## src/rtl/bldc_pkg.sv

```systemverilog
// rtl/bldc_pkg.sv - shared BLDC datapath defaults and accumulator state encoding
package bldc_pkg;

    localparam int DATA_WIDTH  = 9;
    localparam int ACC_MAX_DEF = 255;
    localparam int ACC_MIN_DEF = -256;
    localparam int WINDOW_DEF  = 16;
    localparam int CNT_WIDTH   = 8;

    typedef enum logic {
        IDLE = 1'b0,
        RUN  = 1'b1
    } acc_state_e;

    // Sign-extend a WIDTH-bit two's complement value by one bit.
    function automatic logic [DATA_WIDTH:0] sext1(input logic [DATA_WIDTH-1:0] v);
        return {v[DATA_WIDTH-1], v};
    endfunction

endpackage

```

## src/rtl/sat_add.sv

```systemverilog
// rtl/sat_add.sv - combinational signed add with clamping to [min, max]
module sat_add
    import bldc_pkg::*;
#(
    parameter int WIDTH = DATA_WIDTH
) (
    input  logic [WIDTH-1:0] a,
    input  logic [WIDTH-1:0] b,
    input  logic [WIDTH-1:0] min,
    input  logic [WIDTH-1:0] max,
    output logic [WIDTH-1:0] y,
    output logic             sat
);

    logic signed [WIDTH:0] sum;
    logic signed [WIDTH:0] lo;
    logic signed [WIDTH:0] hi;

    // One extra bit holds the exact sum, so clamping never sees a wrapped value.
    always_comb begin
        sum = $signed({a[WIDTH-1], a}) + $signed({b[WIDTH-1], b});
        lo  = $signed({min[WIDTH-1], min});
        hi  = $signed({max[WIDTH-1], max});
        y   = sum[WIDTH-1:0];
        sat = 1'b0;
        if (sum > hi) begin
            y   = max;
            sat = 1'b1;
        end else if (sum < lo) begin
            y   = min;
            sat = 1'b1;
        end
    end

endmodule

```

## src/rtl/add9_acc.sv

```systemverilog
// rtl/add9_acc.sv - windowed signed saturating accumulator for the PI integral term
module add9_acc
    import bldc_pkg::*;
#(
    parameter int WIDTH   = DATA_WIDTH,
    parameter int ACC_MAX = ACC_MAX_DEF,
    parameter int ACC_MIN = ACC_MIN_DEF,
    parameter int WINDOW  = WINDOW_DEF
) (
    input  logic                 clk,
    input  logic                 rst,
    input  logic                 clr,
    input  logic                 in_valid,
    input  logic [WIDTH-1:0]     in_d,
    output logic [WIDTH-1:0]     acc,
    output logic                 out_valid,
    output logic [WIDTH-1:0]     win_sum,
    output logic                 win_valid,
    output logic                 sat_flag,
    output logic [CNT_WIDTH-1:0] cnt
);

    localparam logic [WIDTH-1:0]     MAX_V    = WIDTH'(ACC_MAX);
    localparam logic [WIDTH-1:0]     MIN_V    = WIDTH'(ACC_MIN);
    localparam logic [CNT_WIDTH-1:0] WIN_LAST = CNT_WIDTH'(WINDOW);

    acc_state_e           state_q, state_d;
    logic [WIDTH-1:0]     acc_q, acc_d;
    logic [WIDTH-1:0]     win_sum_q, win_sum_d;
    logic                 out_valid_q, out_valid_d;
    logic                 win_valid_q, win_valid_d;
    logic                 sat_q, sat_d;
    logic [CNT_WIDTH-1:0] cnt_q, cnt_d;

    logic                 fresh;
    logic [WIDTH-1:0]     add_a;
    logic [WIDTH-1:0]     add_y;
    logic                 add_sat;
    logic [CNT_WIDTH-1:0] cnt_inc;

    // A clear in the same cycle as a sample makes that sample start a new window.
    assign fresh   = clr || (state_q == IDLE);
    assign add_a   = fresh ? '0 : acc_q;
    assign cnt_inc = fresh ? CNT_WIDTH'(1) : cnt_q + CNT_WIDTH'(1);

    sat_add #(
        .WIDTH (WIDTH)
    ) u_sat_add (
        .a   (add_a),
        .b   (in_d),
        .min (MIN_V),
        .max (MAX_V),
        .y   (add_y),
        .sat (add_sat)
    );

    always_comb begin
        state_d     = state_q;
        acc_d       = acc_q;
        win_sum_d   = win_sum_q;
        sat_d       = sat_q;
        cnt_d       = cnt_q;
        out_valid_d = 1'b0;
        win_valid_d = 1'b0;

        if (clr) begin
            state_d = IDLE;
            acc_d   = '0;
            cnt_d   = '0;
            sat_d   = 1'b0;
        end

        if (in_valid) begin
            out_valid_d = 1'b1;
            sat_d       = sat_d | add_sat;
            if (cnt_inc == WIN_LAST) begin
                win_sum_d   = add_y;
                win_valid_d = 1'b1;
                acc_d       = '0;
                cnt_d       = '0;
                state_d     = IDLE;
            end else begin
                acc_d   = add_y;
                cnt_d   = cnt_inc;
                state_d = RUN;
            end
        end
    end

    always_ff @(posedge clk) begin
        if (rst) begin
            state_q     <= IDLE;
            acc_q       <= '0;
            win_sum_q   <= '0;
            sat_q       <= 1'b0;
            cnt_q       <= '0;
            out_valid_q <= 1'b0;
            win_valid_q <= 1'b0;
        end else begin
            state_q     <= state_d;
            acc_q       <= acc_d;
            win_sum_q   <= win_sum_d;
            sat_q       <= sat_d;
            cnt_q       <= cnt_d;
            out_valid_q <= out_valid_d;
            win_valid_q <= win_valid_d;
        end
    end

    assign acc       = acc_q;
    assign out_valid = out_valid_q;
    assign win_sum   = win_sum_q;
    assign win_valid = win_valid_q;
    assign sat_flag  = sat_q;
    assign cnt       = cnt_q;

endmodule
```

## config.mk

```make
export PLATFORM = sky130hd
export DESIGN_NAME = add9_acc
export DESIGN_NICKNAME = d
export VERILOG_FILES = /design/src/rtl/bldc_pkg.sv /design/src/rtl/sat_add.sv /design/src/rtl/add9_acc.sv
export SDC_FILE = /design/constraint.sdc
export NUM_CORES = 1
export LEC_CHECK = 0
export BUFFER_PORTS_ARGS = -buffer_cell sky130_fd_sc_hd__buf_2
export CAP_MARGIN = 40
export CORE_MARGIN = 2
export CORE_UTILIZATION = 25
export CTS_CLUSTER_SIZE = 14
export DETAILED_ROUTE_END_ITERATION = 16
export SKIP_LAST_GASP = 1
export SLEW_MARGIN = 10
export SYNTH_ARGS = -nofsm -noshare
export SYNTH_HDL_FRONTEND = slang
export SYNTH_SLANG_ARGS = --single-unit
```

## constraint.sdc

```tcl
create_clock -name clk -period 3.7 [get_ports clk]
set_input_delay 0.925 -clock clk [delete_from_list [all_inputs] [get_ports clk]]
set_output_delay 0.925 -clock clk [all_outputs]
set_load 0.02 [all_outputs]
```

==> results.yml <==
cts:
  cts-root-buf: "clkbuf_8"
  post_cts_buffers: 0
  cts_buffer_depth: 2
  cts_resized: 0
  insertion_delay_ns: 0.28
  cts.sinks: 30
  cts_buffers: 5
  htree_levels: 2
  path_clk_slew_ns: 0.06
  cts_tree: "built"
  holdBufCountCts: 0
worst_setup_path:
  worst_setup_path_start_kind: "primary input"
  worst-path-max-fanout: 10
  path_buf_inv: 1
  crit_slowest_cell: "nor2b_1"
  arrival_ns: 3.47
  cp_cell_sequence: "buf_2 -> nor2b_1 -> and2_1 -> ha_1 -> a21oi_2 -> o211ai_2 -> o41ai_2 -> xnor2_2 -> maj3_2 -> a22o_2"
  crit_required_ns: 3.87
  worst-setup-path-type: "in2reg"
  worstSetupEndpointType: "flip-flop"
  max_stage_delay_ns: 0.44
  path_delay_family: "compound AO/OA/AOI/OAI gates"
detailed_routing:
  drc: 0
  drt_pass1_iterations: 4
  wl_um: 4880
  drt_iter0_markers: 96
  dr_total_vias: 1699
  vias_per_cell: 4.80
  wl_per_cell_um: 13.8
  antenna_left: 0
pwr:
  leakagePower_nw: 1.10
  power_frac_comb: 0.174
  powerDensity_nw_per_um2: 309
  swShare: 0.279
  power_frac_seq: 0.480
  ir_drop_mv: 0.0927
  intPower_mw: 0.514
  power_switching_mw: 0.199
  pwr-share-clk: 0.347
floorplan:
  initial_core_util: 0.261
  io_pins: 42
  row_count: 31
  die_area_um2: 8320
  coreArea_um2: 7290
  die_height_um: 91.2
  die_w_um: 91.2
placement:
  place_congestion: 0.802
  dpl.hpwl_um: 3700
  place_area_um2: 2230
  portBuffers: 41
grt:
  antenna_found_initial: 0
  grt_pass1_vias: 1639
  overflow: 0
  grt_pass1_wl_um: 8330
  grt_max_degree: 18
  grt_usage: 0.124
yosys:
  async_reset_ff_frac: 0
  yosys-top-cells-area: "dfxtp_1 (32%), ha_1 (6.6%), maj3_2 (4.7%), and2_1 (3.3%), a22o_2 (3.2%)"
  synth_compound_area_frac: 0.218
  syn-num-nets: 234
  ys_seq_area_frac: 0.316
  synth_top_area_cell: "dfxtp_1"
  yosys-mux-area-fraction: 0.0322
  avgSynthCellArea_um2: 9.06
  synth_seq_cells: 30
  ys_types: 55
  synth-simple-area-share: 0.229
  synth_xor_area_frac: 0.0316
  netlist.area_leader.share: 0.316
  synthesis.area_um2: 1900
  syn_inst: 210
  synth_edf_count: 0
  synthAdderAreaFrac: 0.124
  yosys_warnings: 0
  ys.flop_type: "dfxtp_1"
  synth_top_family_by_area: "simple AND/OR/NAND/NOR gates"
sta:
  post-route-period-util: 0.891
  post-route-min-period_ns: 3.30
  tightest_slew_ns: 0.641
  maxSlewViolCount: 0
  setup_tns_ns: 0
  fmax_mhz: 303
  slew_headroom: 0.572
  finalSetupViolations: 0
  rsz0062_at_grt: "no"
  hold_viol_final: 0
  fin_skew_ns: 0.0100
job:
  max_cap_violations: 0
cells_and_area:
  drive_gt1_frac: 0.310
  design_area_um2: 2310
  nets: 279
  area_growth_syn_to_layout_pct: 21.4
  diodes: 0
min_path:
  hold_class: "reg2reg"
status:
  outcome: "finished clean"
-- logic make-up (layout without fill, tap and decap cells) --
group | count (synthesis) | after routing
adder cells (fa/ha/maj) | 19 | 19
flip-flops | 30 | 30
AND/OR/NAND/NOR | 79 | 79
AO/OA/AOI/OAI | 49 | 49
multiplexers | 6 | 6
XOR/XNOR | 6 | 6
buffers and inverters | 21 | 66
-- sequential cells by signal, summed over array words and instances, names as in the netlist --
signal	count
acc	9
win_valid	1
state_q	1
win_sum	9
cnt	8
sat_flag	1
out_valid	1
-- cell type report --
class,instances,area (µm²)
timing repair buffer,49,265
clock buffer,7,76.3
multi-input combinational,159,1210
sequential,30,601
tap,99,124
fill,809,4980
inverter,10,37.5
-- stage by stage --
stage	instances	power, mW	utilization	hold slack (ns)	worst slack (ns)
after floorplan	210	0.435	-	0.583	0.211
after global placement	347	0.471	0.306	0.472	0.186
after detailed placement	347	0.474	0.306	0.482	0.0476
after CTS	354	0.717	0.317	0.495	0.349
after global routing	354	0.748	0.317	0.520	0.0785
final	354	0.713	0.317	0.489	0.403
-- metal layers --
layer | wire [µm] | global-route usage | part of all wire | vias to the layer above
met3 | 249 | 0.0307 | 0.051 | 6
met1 | 2320 | 0.167 | 0.48 | 794
li1 | - | - | - | 857
met5 | 0 | 0 | 0 | -
met2 | 2270 | 0.197 | 0.46 | 42
met4 | 44 | 0.0303 | 0.0090 | 0
-- cells in the final DEF (no fill, tap or decap), types with 4 or more instances in the layout --
cell,instances
a22o_1,4
buf_4,8
nand2_1,13
a22o_2,6
nand3_1,8
dfxtp_1,30
a21oi_1,9
inv_1,10
maj3_2,8
and2_1,10
ha_1,10
o211a_1,6
nor3_1,12
mux2i_1,5
nor2_1,11
buf_2,41
clkbuf_8,5
nand2b_1,6
-- power groups by stage --
stage	sequential, mW	clock [mW]	combinational (mW)
3_3_place_gp	0.349	0	0.122
3_5_place_dp	0.349	0	0.125
2_1_floorplan	0.359	0	0.0767
4_1_cts	0.342	0.249	0.125
6_report	0.342	0.247	0.124
5_1_grt	0.344	0.267	0.137
-- Yosys cell counts, types with 2 or more instances --
master     n
maj3_2     8
a31oi_1    3
o211a_1    6
o21a_1     2
and2_1    10
nand4_1    3
clkbuf_1   3
nor2_1    11
inv_1     10
mux2i_1    5
dfxtp_1   30
o21ai_0    2
nand3b_1   2
buf_4      3
ha_1      10
a21oi_1    9
xnor2_1    3
nor2b_1    2
nand3_1    8
a22o_1     4
a22o_2     6
or2b_1     2
nand2b_1   6
buf_2      4
nor4_1     2
xor2_1     2
and3_1     2
nor3_1    12
nand2_1   13
o21bai_1   2
-- worst paths after layout --
check / slack (ns) / start / depth (start not counted) / endpoint
max: 0.40 / clr / 10 / acc[2]
min: 0.49 / sat_flag / 1 / sat_flag
max reg2reg: 0.62 / state_q / 11 / acc[2]
min reg2reg: 0.49 / sat_flag / 1 / sat_flag
No activity file was read; power rests on OpenSTA's default activity.
